### src/rtl/hopfield_pkg.sv
// Shared types and constants for the hopfield_network phase sequencer.
package hopfield_pkg;

    localparam int unsigned N_NEURONS    = 7;
    localparam int unsigned N_PATTERN_IN = 4;

    localparam logic CMD_TRAIN  = 1'b0;
    localparam logic CMD_RECALL = 1'b1;

    typedef enum logic [2:0] {
        StIdle,
        StDrive,
        StRest,
        StCue,
        StObserve,
        StReport
    } state_e;

endpackage

### src/rtl/hopfield_sequencer_spike_counter_bank.sv
// Bank of N saturating spike counters with synchronous clear and a shared count enable.
// Exposes the post-update count so a decision can be registered in the same edge as the last sample.
module spike_counter_bank #(
    parameter int unsigned N     = 7,
    parameter int unsigned CNT_W = 8
) (
    input  logic               clk,
    input  logic               reset_n,
    input  logic               clr,
    input  logic               en,
    input  logic [N-1:0]       inc,
    output logic [N*CNT_W-1:0] count_next
);

    localparam logic [CNT_W-1:0] CNT_MAX = '1;

    logic [N*CNT_W-1:0] count_q;

    always_comb begin
        count_next = count_q;
        for (int k = 0; k < N; k++) begin
            if (clr) begin
                count_next[k*CNT_W +: CNT_W] = '0;
            end else if (en && inc[k] && (count_q[k*CNT_W +: CNT_W] != CNT_MAX)) begin
                count_next[k*CNT_W +: CNT_W] = count_q[k*CNT_W +: CNT_W] + 1'b1;
            end
        end
    end

    always_ff @(posedge clk or negedge reset_n) begin
        if (!reset_n) begin
            count_q <= '0;
        end else begin
            count_q <= count_next;
        end
    end

endmodule

### src/rtl/hopfield_sequencer.sv
// Phase controller for hopfield_network: runs train epochs (drive/rest) and recalls (cue/observe),
// then reports a thresholded per-neuron spike count as the recalled pattern.
module hopfield_sequencer
    import hopfield_pkg::*;
#(
    parameter int unsigned TRAIN_CYCLES = 64,
    parameter int unsigned REST_CYCLES  = 16,
    parameter int unsigned EPOCHS       = 4,
    parameter int unsigned CUE_CYCLES   = 8,
    parameter int unsigned OBS_CYCLES   = 128,
    parameter int unsigned CNT_W        = 8,
    parameter int unsigned SPIKE_THRESH = 4
) (
    input  logic       clk,
    input  logic       reset_n,
    input  logic       cmd_valid,
    output logic       cmd_ready,
    input  logic       cmd_mode,
    input  logic [3:0] cmd_pattern,
    input  logic       abort,
    input  logic [6:0] spikes,
    output logic       learning_enable,
    output logic [3:0] pattern_input,
    output logic [6:0] result_pattern,
    output logic       result_valid,
    output logic       done,
    output logic       busy
);

    localparam int unsigned MAX_TR = (TRAIN_CYCLES > REST_CYCLES) ? TRAIN_CYCLES : REST_CYCLES;
    localparam int unsigned MAX_RC = (CUE_CYCLES > OBS_CYCLES) ? CUE_CYCLES : OBS_CYCLES;
    localparam int unsigned MAX_PH = (MAX_TR > MAX_RC) ? MAX_TR : MAX_RC;
    localparam int unsigned PH_W   = $clog2(MAX_PH + 1);
    localparam int unsigned EP_W   = $clog2(EPOCHS + 1);

    localparam logic [PH_W-1:0]  PH_TRAIN = PH_W'(TRAIN_CYCLES - 1);
    localparam logic [PH_W-1:0]  PH_REST  = PH_W'(REST_CYCLES - 1);
    localparam logic [PH_W-1:0]  PH_CUE   = PH_W'(CUE_CYCLES - 1);
    localparam logic [PH_W-1:0]  PH_OBS   = PH_W'(OBS_CYCLES - 1);
    localparam logic [EP_W-1:0]  EP_LOAD  = EP_W'(EPOCHS);
    localparam logic [EP_W-1:0]  EP_LAST  = EP_W'(1);
    localparam logic [CNT_W:0]   THRESH   = (CNT_W + 1)'(SPIKE_THRESH);

    state_e                    state_q, state_d;
    logic [PH_W-1:0]           phase_q, phase_d;
    logic [EP_W-1:0]           epoch_q, epoch_d;
    logic [3:0]                pat_q, pat_d;
    logic                      le_d, done_d, rv_d, ready_d;
    logic [3:0]                pi_d;
    logic [6:0]                res_d, hit;
    logic                      cnt_clr, cnt_en;
    logic [N_NEURONS*CNT_W-1:0] count_next;

    spike_counter_bank #(
        .N     (N_NEURONS),
        .CNT_W (CNT_W)
    ) u_counters (
        .clk        (clk),
        .reset_n    (reset_n),
        .clr        (cnt_clr),
        .en         (cnt_en),
        .inc        (spikes),
        .count_next (count_next)
    );

    // Threshold on the post-update count so the final OBSERVE sample is included.
    always_comb begin
        hit = '0;
        for (int k = 0; k < N_NEURONS; k++) begin
            hit[k] = {1'b0, count_next[k*CNT_W +: CNT_W]} >= THRESH;
        end
    end

    always_comb begin
        state_d = state_q;
        phase_d = (phase_q != '0) ? phase_q - 1'b1 : '0;
        epoch_d = epoch_q;
        pat_d   = pat_q;
        le_d    = 1'b0;
        pi_d    = '0;
        done_d  = 1'b0;
        rv_d    = 1'b0;
        res_d   = result_pattern;
        cnt_clr = 1'b0;
        cnt_en  = 1'b0;

        unique case (state_q)
            StIdle: begin
                if (cmd_valid) begin
                    pat_d = cmd_pattern;
                    le_d  = 1'b1;
                    pi_d  = cmd_pattern;
                    if (cmd_mode == CMD_RECALL) begin
                        state_d = StCue;
                        phase_d = PH_CUE;
                    end else begin
                        state_d = StDrive;
                        phase_d = PH_TRAIN;
                        epoch_d = EP_LOAD;
                    end
                end
            end
            StDrive: begin
                if (phase_q == '0) begin
                    state_d = StRest;
                    phase_d = PH_REST;
                end else begin
                    le_d = 1'b1;
                    pi_d = pat_q;
                end
            end
            StRest: begin
                if (phase_q == '0) begin
                    if (epoch_q == EP_LAST) begin
                        state_d = StReport;
                        epoch_d = '0;
                        done_d  = 1'b1;
                    end else begin
                        state_d = StDrive;
                        epoch_d = epoch_q - 1'b1;
                        phase_d = PH_TRAIN;
                        le_d    = 1'b1;
                        pi_d    = pat_q;
                    end
                end
            end
            StCue: begin
                if (phase_q == '0) begin
                    state_d = StObserve;
                    phase_d = PH_OBS;
                    cnt_clr = 1'b1;
                end else begin
                    le_d = 1'b1;
                    pi_d = pat_q;
                end
            end
            StObserve: begin
                cnt_en = 1'b1;
                if (phase_q == '0) begin
                    state_d = StReport;
                    done_d  = 1'b1;
                    rv_d    = 1'b1;
                    res_d   = hit;
                end
            end
            StReport: begin
                state_d = StIdle;
            end
            default: begin
                state_d = StIdle;
            end
        endcase

        // Abort overrides everything decided above, including a phase expiry this cycle.
        if (abort && (state_q != StIdle)) begin
            state_d = StIdle;
            phase_d = '0;
            epoch_d = '0;
            le_d    = 1'b0;
            pi_d    = '0;
            done_d  = 1'b0;
            rv_d    = 1'b0;
            res_d   = result_pattern;
            cnt_clr = 1'b1;
            cnt_en  = 1'b0;
        end

        ready_d = (state_d == StIdle);
    end

    always_ff @(posedge clk or negedge reset_n) begin
        if (!reset_n) begin
            state_q         <= StIdle;
            phase_q         <= '0;
            epoch_q         <= '0;
            pat_q           <= '0;
            learning_enable <= 1'b0;
            pattern_input   <= '0;
            result_pattern  <= '0;
            result_valid    <= 1'b0;
            done            <= 1'b0;
            cmd_ready       <= 1'b1;
            busy            <= 1'b0;
        end else begin
            state_q         <= state_d;
            phase_q         <= phase_d;
            epoch_q         <= epoch_d;
            pat_q           <= pat_d;
            learning_enable <= le_d;
            pattern_input   <= pi_d;
            result_pattern  <= res_d;
            result_valid    <= rv_d;
            done            <= done_d;
            cmd_ready       <= ready_d;
            busy            <= ~ready_d;
        end
    end

endmodule

### config.mk
export PLATFORM = sky130hd
export DESIGN_NAME = hopfield_sequencer
export DESIGN_NICKNAME = d
export VERILOG_FILES = /design/src/rtl/hopfield_pkg.sv /design/src/rtl/hopfield_sequencer_spike_counter_bank.sv /design/src/rtl/hopfield_sequencer.sv
export SDC_FILE = /design/constraint.sdc
export NUM_CORES = 1
export LEC_CHECK = 0
export BUFFER_PORTS_ARGS = -buffer_cell sky130_fd_sc_hd__buf_4
export CORE_MARGIN = 5
export CORE_UTILIZATION = 61
export CTS_CLUSTER_DIAMETER = 200
export CTS_CLUSTER_SIZE = 14
export DETAILED_ROUTE_END_ITERATION = 10
export GPL_ROUTABILITY_DRIVEN = 0
export PLACE_DENSITY = 0.87
export REMOVE_ABC_BUFFERS = 1
export SYNTH_ARGS = -nofsm -noshare
export SYNTH_HDL_FRONTEND = slang
export SYNTH_SLANG_ARGS = --single-unit
### constraint.sdc
create_clock -name clk -period 3.3 [get_ports clk]
set_clock_uncertainty 0.15 [all_clocks]
set_input_delay 0.495 -clock clk [delete_from_list [all_inputs] [get_ports clk]]
set_output_delay 0.495 -clock clk [all_outputs]
set_load 0.005 [all_outputs]
==> results of run 1 <==
power groups by stage:
stage | logic [W] | registers [W] | clock network (W)
CTS | 0.000830 | 0.00138 | 0.000855
global placement | 0.000806 | 0.00139 | 0
detailed placement | 0.000821 | 0.00140 | 0
global route | 0.000939 | 0.00140 | 0.000892
finish | 0.000830 | 0.00138 | 0.000840
floorplan | 0.000547 | 0.00138 | 0
worst reg2reg max path: stages, from the launching register on:
cell	delay [ns]
dfrtp_1	0.67
o31a_1	0.47
a41o_2	0.49
nor2_1	0.12
or4_1	0.53
o22a_1	0.17
per-stage QoR:
step / power, W / hold slack, ns
finish: 0.003053 / 0.1948
global route: 0.003232 / 0.2205
CTS: 0.003063 / 0.1903
detailed placement: 0.002221 / 0.3207
global placement: 0.002195 / 0.3080
floorplan: 0.001923 / 0.04941
state kept, by name (all words and copies together) (netlist names):
name,cells
busy,1
u_counters.count_q,56
cmd_ready,1
state_q,3
pat_q,4
epoch_q,3
result_pattern,7
result_valid,1
done,1
pattern_input,4
phase_q,8
learning_enable,1
layout by cell type, fill, tap and decap left out, drive strengths merged, types with 4 or more instances in the layout:
cell type	instances
and4	5
a21oi	27
a31oi	12
nand4	10
inv	14
nand2	61
and3	23
mux2i	25
nand2b	10
clkbuf	9
dfrtp	89
or4	4
o21a	6
xor2	20
o211ai	4
nor2b	5
o21ai	16
nor2	94
xnor2	6
ha	10
buf	34
nor3b	5
nor3	21
nand3	29
nand3b	5
layout make-up:
class / instances / area, µm²
multi-input cells: 439 / 2616
fillers: 626 / 2609
flip-flops and latches: 90 / 2253
repair buffers: 34 / 255.2
well taps: 105 / 131.4
clock buffers: 9 / 123.9
clock inverters: 7 / 100.1
inverters: 12 / 45.04
metal layers:
layer	wire length, µm	track usage (%)
met5	0	0
met4	132	7.876
met3	433	3.183
met1	4680	29.20
met2	5355	37.72
cell families (layout without fill, tap and decap cells):
kind of cell,count (synthesis),after routing,share of synthesized area [%]
muxes,25,25,4.983
AOI/OAI and AO/OA,93,93,11.98
xor gates and xnor gates,26,26,4.534
buffers and inverters,38,62,3.064
DFF,90,90,44.87
and+or+nand+nor,285,285,28.08
adders and majority gates,10,10,2.491
worst min path at each step:
stage	endpoint	depth (start not counted)
CTS	pat_q[2]	3
global route	pat_q[0]	3
global placement	pat_q[1]	2
floorplan	busy	0
detailed placement	pat_q[0]	2
finish	u_counters.count_q[29]	1
==> key figures, run 1 <==
Power and ir drop
  – Logic pwr share: ~27%
  – Peak supply drop: 0.2582 mV
  – Net switching power figure: between 0.001 and 0.0015 W
  – Reg power frac: approximately 45%
  – Clock power frac: 27.5%
  – P_int: around 0.002 W
  – PD cells: 552.5 mW/mm²
  – Leak pwr: about 2.6 nW
  – Switch share: between 30% and 40%

Layout
  – Fin cells: just under 700
  – Layout cells sized above 1: about a tenth
  – Final Cell Area: ~0.0055 mm²
  – Area Overhead vs Synth: 10.01%
  – # nets final: ~610
  – Final core occ: about two thirds
  – Ant. Diodes: 0

Clock network
  – TritonCTS clock tree: done
  – Htree depth: 3
  – Post CTS Setup Buffer Count: 0
  – Worst-path clk slew: around 0.090 ns
  – Hold Buf Count CTS: 0
  – Total CTS buffers: 9
  – Worst-Skew Late Latency: approximately 0.36 ns
  – Root Buffer Master: clkbuf_8
  – # clock sinks: 90
  – Clock Path Buffers: 2
  – PostCTS Resize Cnt: 0

Synthesis
  – Top cells by area, synth: dfrtp_1 (44%), nor2_1 (7.0%), mux2i_1 (5.0%)
  – List of most frequent post-synthesis cells: nor2_1 (93), dfrtp_1 (89), nand2_1 (61)
  – Distinct cells, synth: 60
  – Share of the synthesized area in the top cell type: between 40% and 50%
  – Most common cell in the synthesized netlist: nor2_1
  – Synth warn: 0
  – Synthesized cell area: approximately 0.005 mm²
  – EDFF count, synth: 0
  – Average cell area after synthesis: 8.858 µm²
  – Area leader, netlist: dfrtp_1
  – FFs w/ async S/R, synth: 100.0%
  – Post-synthesis sequential area ratio: 44.87%
  – Synth Flop Type: dfrtp_1
  – Syn Inst Count: approximately 570
  – Seq cells post-synth: 90

Setup path
  – CP Data Required Time: about 3.4 ns
  – Worst R2R Path Depth: 5
  – Flop-to-flop setup slack: ~0.58 ns
  – Crit path capture type: flop
  – Critical path data arrival time: approximately 2.8 ns
  – Worst Path Class, Setup: reg2reg
  – Top Family by Delay on Critical Path: compound AO/OA/AOI/OAI gates
  – Cell chain of the critical path: o31a_1 -> a41o_2 -> nor2_1 -> or4_1 -> o22a_1
  – CP startpoint: state_q[0]
  – CP Depth: 5
  – Slowest Stage Delay on Critical Path: ~0.67 ns
  – Startpoint types: flop
  – Buffers plus inverters on the worst setup path: 0
  – Reg-to-Reg Start: state_q[0]
  – Crit-path max FO: 27
  – FF-to-FF End: result_pattern[5]
  – Slowest stage cell, crit path: dfrtp_1
  – CP Capture Point: result_pattern[5]

Place
  – Hpwl dp: 7.235 mm
  – Port buffer count: 31
  – Cells after DPL: 680
  – Placement Cell Area: roughly 0.0053 mm²
  – Post-Place Setup Slack: 0.6568 ns

Global routing
  – Initial antenna violation count: 0
  – Vias in the first global route: around 4,000
  – First-pass GRT wire length: 18.48 mm
  – Total gr overflow: 0
  – Total global-route track usage: between 20% and 30%
  – Pin count of the biggest net entering global routing: 91

Floorplan
  – Die Y-Extent: a little over 100 µm
  – Die Width: ~100 µm
  – Initial Util: around three fifths
  – Core area: between 0.008 and 0.009 mm²
  – Die area: ~0.010 mm²
  – IO Pins: 32
  – Row count: 33

Job
  – Max-capacitance violation count: 0

STA
  – Min Tclk post-route: between 2 and 3 ns
  – FMAX: ~370 MHz
  – Slew @ Worst Pin: ~1.1 ns
  – Setup TNS: 0 ns
  – Final setup viols: 0
  – Hold Vio Cnt, Final: 0
  – Final period utilization: between 80 and 90%
  – Slew Viols, Final: 0
  – RSZ-0062 raised after global routing: no
  – Setup WS post-layout: 0.5822 ns
  – Slew Limit Headroom: approximately 27%

Run status
  – Outcome: completed

Drt
  – DR vias: approximately 4,200
  – Post-Route WL: between 10 and 15 mm
  – Number of DRC markers in iteration 0: about 270
  – Drt wl/cell: roughly 15 µm
  – DRT antenna net count: 0
  – Remaining DRCs: 0
  – Drt pass-1 iters: 5
  – Via density: ~6

Min path
  – Worst hold path type: in2async
(Power assumes the default switching activity.)
==> inputs of run 2 (changes only) <==
--- a/config.mk
+++ b/config.mk
@@ -7,12 +7,12 @@
 export LEC_CHECK = 0
 export BUFFER_PORTS_ARGS = -buffer_cell sky130_fd_sc_hd__buf_4
 export CORE_MARGIN = 5
-export CORE_UTILIZATION = 61
+export CORE_UTILIZATION = 55
 export CTS_CLUSTER_DIAMETER = 200
 export CTS_CLUSTER_SIZE = 14
 export DETAILED_ROUTE_END_ITERATION = 10
 export GPL_ROUTABILITY_DRIVEN = 0
-export PLACE_DENSITY = 0.87
+export PLACE_DENSITY = 0.83
 export REMOVE_ABC_BUFFERS = 1
 export SYNTH_ARGS = -nofsm -noshare
 export SYNTH_HDL_FRONTEND = slang
==> constraint.sdc (replaced) <==
create_clock -name clk -period 2.3 [get_ports clk]
set_clock_uncertainty 0.15 [all_clocks]
set_input_delay 0.345 -clock clk [delete_from_list [all_inputs] [get_ports clk]]
set_output_delay 0.345 -clock clk [all_outputs]
set_load 0.005 [all_outputs]
==> run 2 against run 1 <==
- clock-buffer cell count unchanged
- final cell count increased by 6.3%
- critical path depth increased by 3
- sequential power up 41%
- first-iteration DRC count is 12% higher
- flip-flop and latch count is the same
- sequential share of layout area shrank 2.8 points
- non-clock buffer count rose by 41
- global-route usage decreased by 1.5 points
- via count up 4.8%
- critical path type unchanged
- highest routed layer unchanged
==> key figures, run 2 (synthesis results as in run 1) <==
Floorplan
  – Die Width: ~110 µm
  – Die Y-Extent: 105.6 µm
  – Initial Util: between 50% and 60%
  – Core area: 0.008806 mm²
  – Row count: 34
  – IO Pins: 32
  – Die area: ~0.011 mm²

Layout
  – Largest regs: u_counters.count_q x56, phase_q x8, result_pattern x7
  – Commonest non-fill, non-tap cell in the layout: nor2_1
  – Max reg flops: 56
  – Biggest register: u_counters.count_q
  – Layout cells sized above 1: between 15 and 20%
  – # nets final: 653
  – Fin cells: between 700 and 800
  – Area Overhead vs Synth: 18.11%
  – Ant. Diodes: 0
  – Most frequent cells in the layout: nor2_1 (93), dfrtp_1 (88), buf_4 (69), nand2_1 (60), nand3_1 (29)

Power and ir drop
  – P_int: slightly above 0.003 W
  – Switch share: around a third
  – PD cells: slightly below 800 mW/mm²
  – Logic pwr share: roughly 33%
  – Peak supply drop: approximately 0.42 mV
  – Net switching power figure: approximately 0.0016 W
  – Clock power frac: 25.1%
  – Reg power frac: 41.6%
  – Leak pwr: 2.829 nW

Global routing
  – Total gr overflow: 0
  – Total global-route track usage: approximately a fifth
  – Pin count of the biggest net entering global routing: 34
  – Initial antenna violation count: 0
  – Vias in the first global route: approximately 4,300
  – First-pass GRT wire length: roughly 19 mm

Place
  – Port buffer count: 31
  – Post-Place Setup Slack: -0.02156 ns
  – Hpwl dp: a little over 8 mm
  – Cells after DPL: 712

Drt
  – Remaining DRCs: 0
  – Number of DRC markers in iteration 0: 297
  – DRT antenna net count: 0
  – Via density: approximately 6
  – Post-Route WL: approximately 12 mm
  – Drt wl/cell: about 16 µm
  – DR vias: between 4,000 and 5,000
  – Drt pass-1 iters: 5

Clock network
  – Total CTS buffers: 9
  – # clock sinks: 90
  – Worst-Skew Late Latency: around 0.36 ns
  – Worst-path clk slew: roughly 0.090 ns
  – TritonCTS clock tree: done
  – Root Buffer Master: clkbuf_8
  – Htree depth: 3
  – Clock Path Buffers: 2

Setup path
  – Crit path capture type: flop
  – CP Data Required Time: 2.39 ns
  – Critical path data arrival time: roughly 2.3 ns
  – Startpoint types: flop
  – Crit-path max FO: 3
  – Reg-to-Reg Start: phase_q[0]
  – Cell chain of the critical path: inv_2 -> ha_2 -> nor3b_4 -> and3_4 -> nand2_4 -> inv_1 -> or4_4 -> or3_1
  – Flop-to-flop setup slack: just under 0.06 ns
  – Top Family by Delay on Critical Path: simple AND/OR/NAND/NOR gates
  – Buffers plus inverters on the worst setup path: 2
  – Slowest stage cell, crit path: or4_4
  – CP startpoint: phase_q[0]
  – Worst Path Class, Setup: reg2reg
  – Slowest Stage Delay on Critical Path: ~0.54 ns

Min path
  – Hold_sp: cmd_pattern[1]
  – Worst hold path type: in2reg

STA
  – Final setup viols: 0
  – Min Tclk post-route: between 2 and 2.5 ns
  – FMAX: between 400 and 500 MHz
  – Setup WS post-layout: 0.05909 ns
  – Slew @ Worst Pin: roughly 0.5 ns
  – Final period utilization: a little over nine tenths
  – Slew Viols, Final: 0
  – Hold Vio Cnt, Final: 0
  – Slew Limit Headroom: 66.04%

Run status
  – Outcome: completed

Job
  – Max-capacitance violation count: 0
==> run 2: changes by cell type in the layout (fill, tap and decap cells not counted), sizes merged <==
cell / before / now
buf: 34 / 74
clkinv: 0 / 3
clkinvlp: 3 / 2
dlygate4sd3: 0 / 1
inv: 14 / 12
==> run 2: cell type report <==
type | instances | area [µm²]
Sequential cell | 90 | 2255
Fill cell | 688 | 2874
Tap cell | 108 | 135.1
Inverter | 12 | 45.04
Clock buffer | 9 | 123.9
Timing Repair Buffer | 75 | 595.6
Multi-Input combinational cell | 439 | 2684
Clock inverter | 7 | 93.84
==> run 2: metrics by stage <==
stage               setup TNS (ns)  hold WS (ns)  util [%]  power [W]  area, µm²
detailed placement        -0.02156        0.1426     62.86   0.003350       5535
global placement                 0        0.1431     62.86   0.003274       5535
floorplan                   -7.186       -0.1006         -   0.002759       4913
finish                           0       0.03572     67.36   0.004685       5932
CTS                              0       0.02030     65.67   0.004557       5783
global route              -0.02066       0.03130     67.36   0.004966       5932
==> run 2: final timing paths <==
| path | end | cells past startpoint |
|---|---|---|
| max reg2reg | busy | 8 |
| min reg2reg | epoch_q[1] | 2 |
| min in group asynchronous | u_counters.count_q[21] | 2 |
| max | busy | 8 |
| max in group asynchronous | u_counters.count_q[48] | 3 |
| min | pat_q[1] | 3 |
==> run 2: routing by layer <==
metal | share of wire (%) | track usage (%) | vias up
li1 | - | - | 2119
met5 | 0 | 0 | -
met3 | 3.7 | 2.689 | 34
met1 | 42 | 25.08 | 2137
met2 | 51 | 36.34 | 131
met4 | 2.6 | 10.82 | 0
==> run 2: worst register-to-register path, stage by stage, from the launching register on <==
cell	delay [ns]
dfrtp_1	0.37
inv_2	0.05
ha_2	0.18
nor3b_4	0.15
and3_4	0.17
nand2_4	0.07
inv_1	0.06
or4_4	0.54
or3_1	0.38
==> run 2: what timing repair did <==
action / in CTS / in global routing
resized for setup: 3 / 19
hold buffers: 1 / 0
pin swaps: 0 / 9
gates cloned: 0 / 1
endpoints found under the setup margin: 2 / 13
setup buffers: 1 / 9
hold endpoints to repair: 25 / 0
==> run 2: power groups by stage <==
stage,sequential [W],combinational (W),clock [W]
global placement,0.00195,0.00132,0
detailed placement,0.00197,0.00138,0
floorplan,0.00197,0.000785,0
global route,0.00197,0.00174,0.00126
CTS,0.00194,0.00141,0.00121
finish,0.00195,0.00156,0.00118
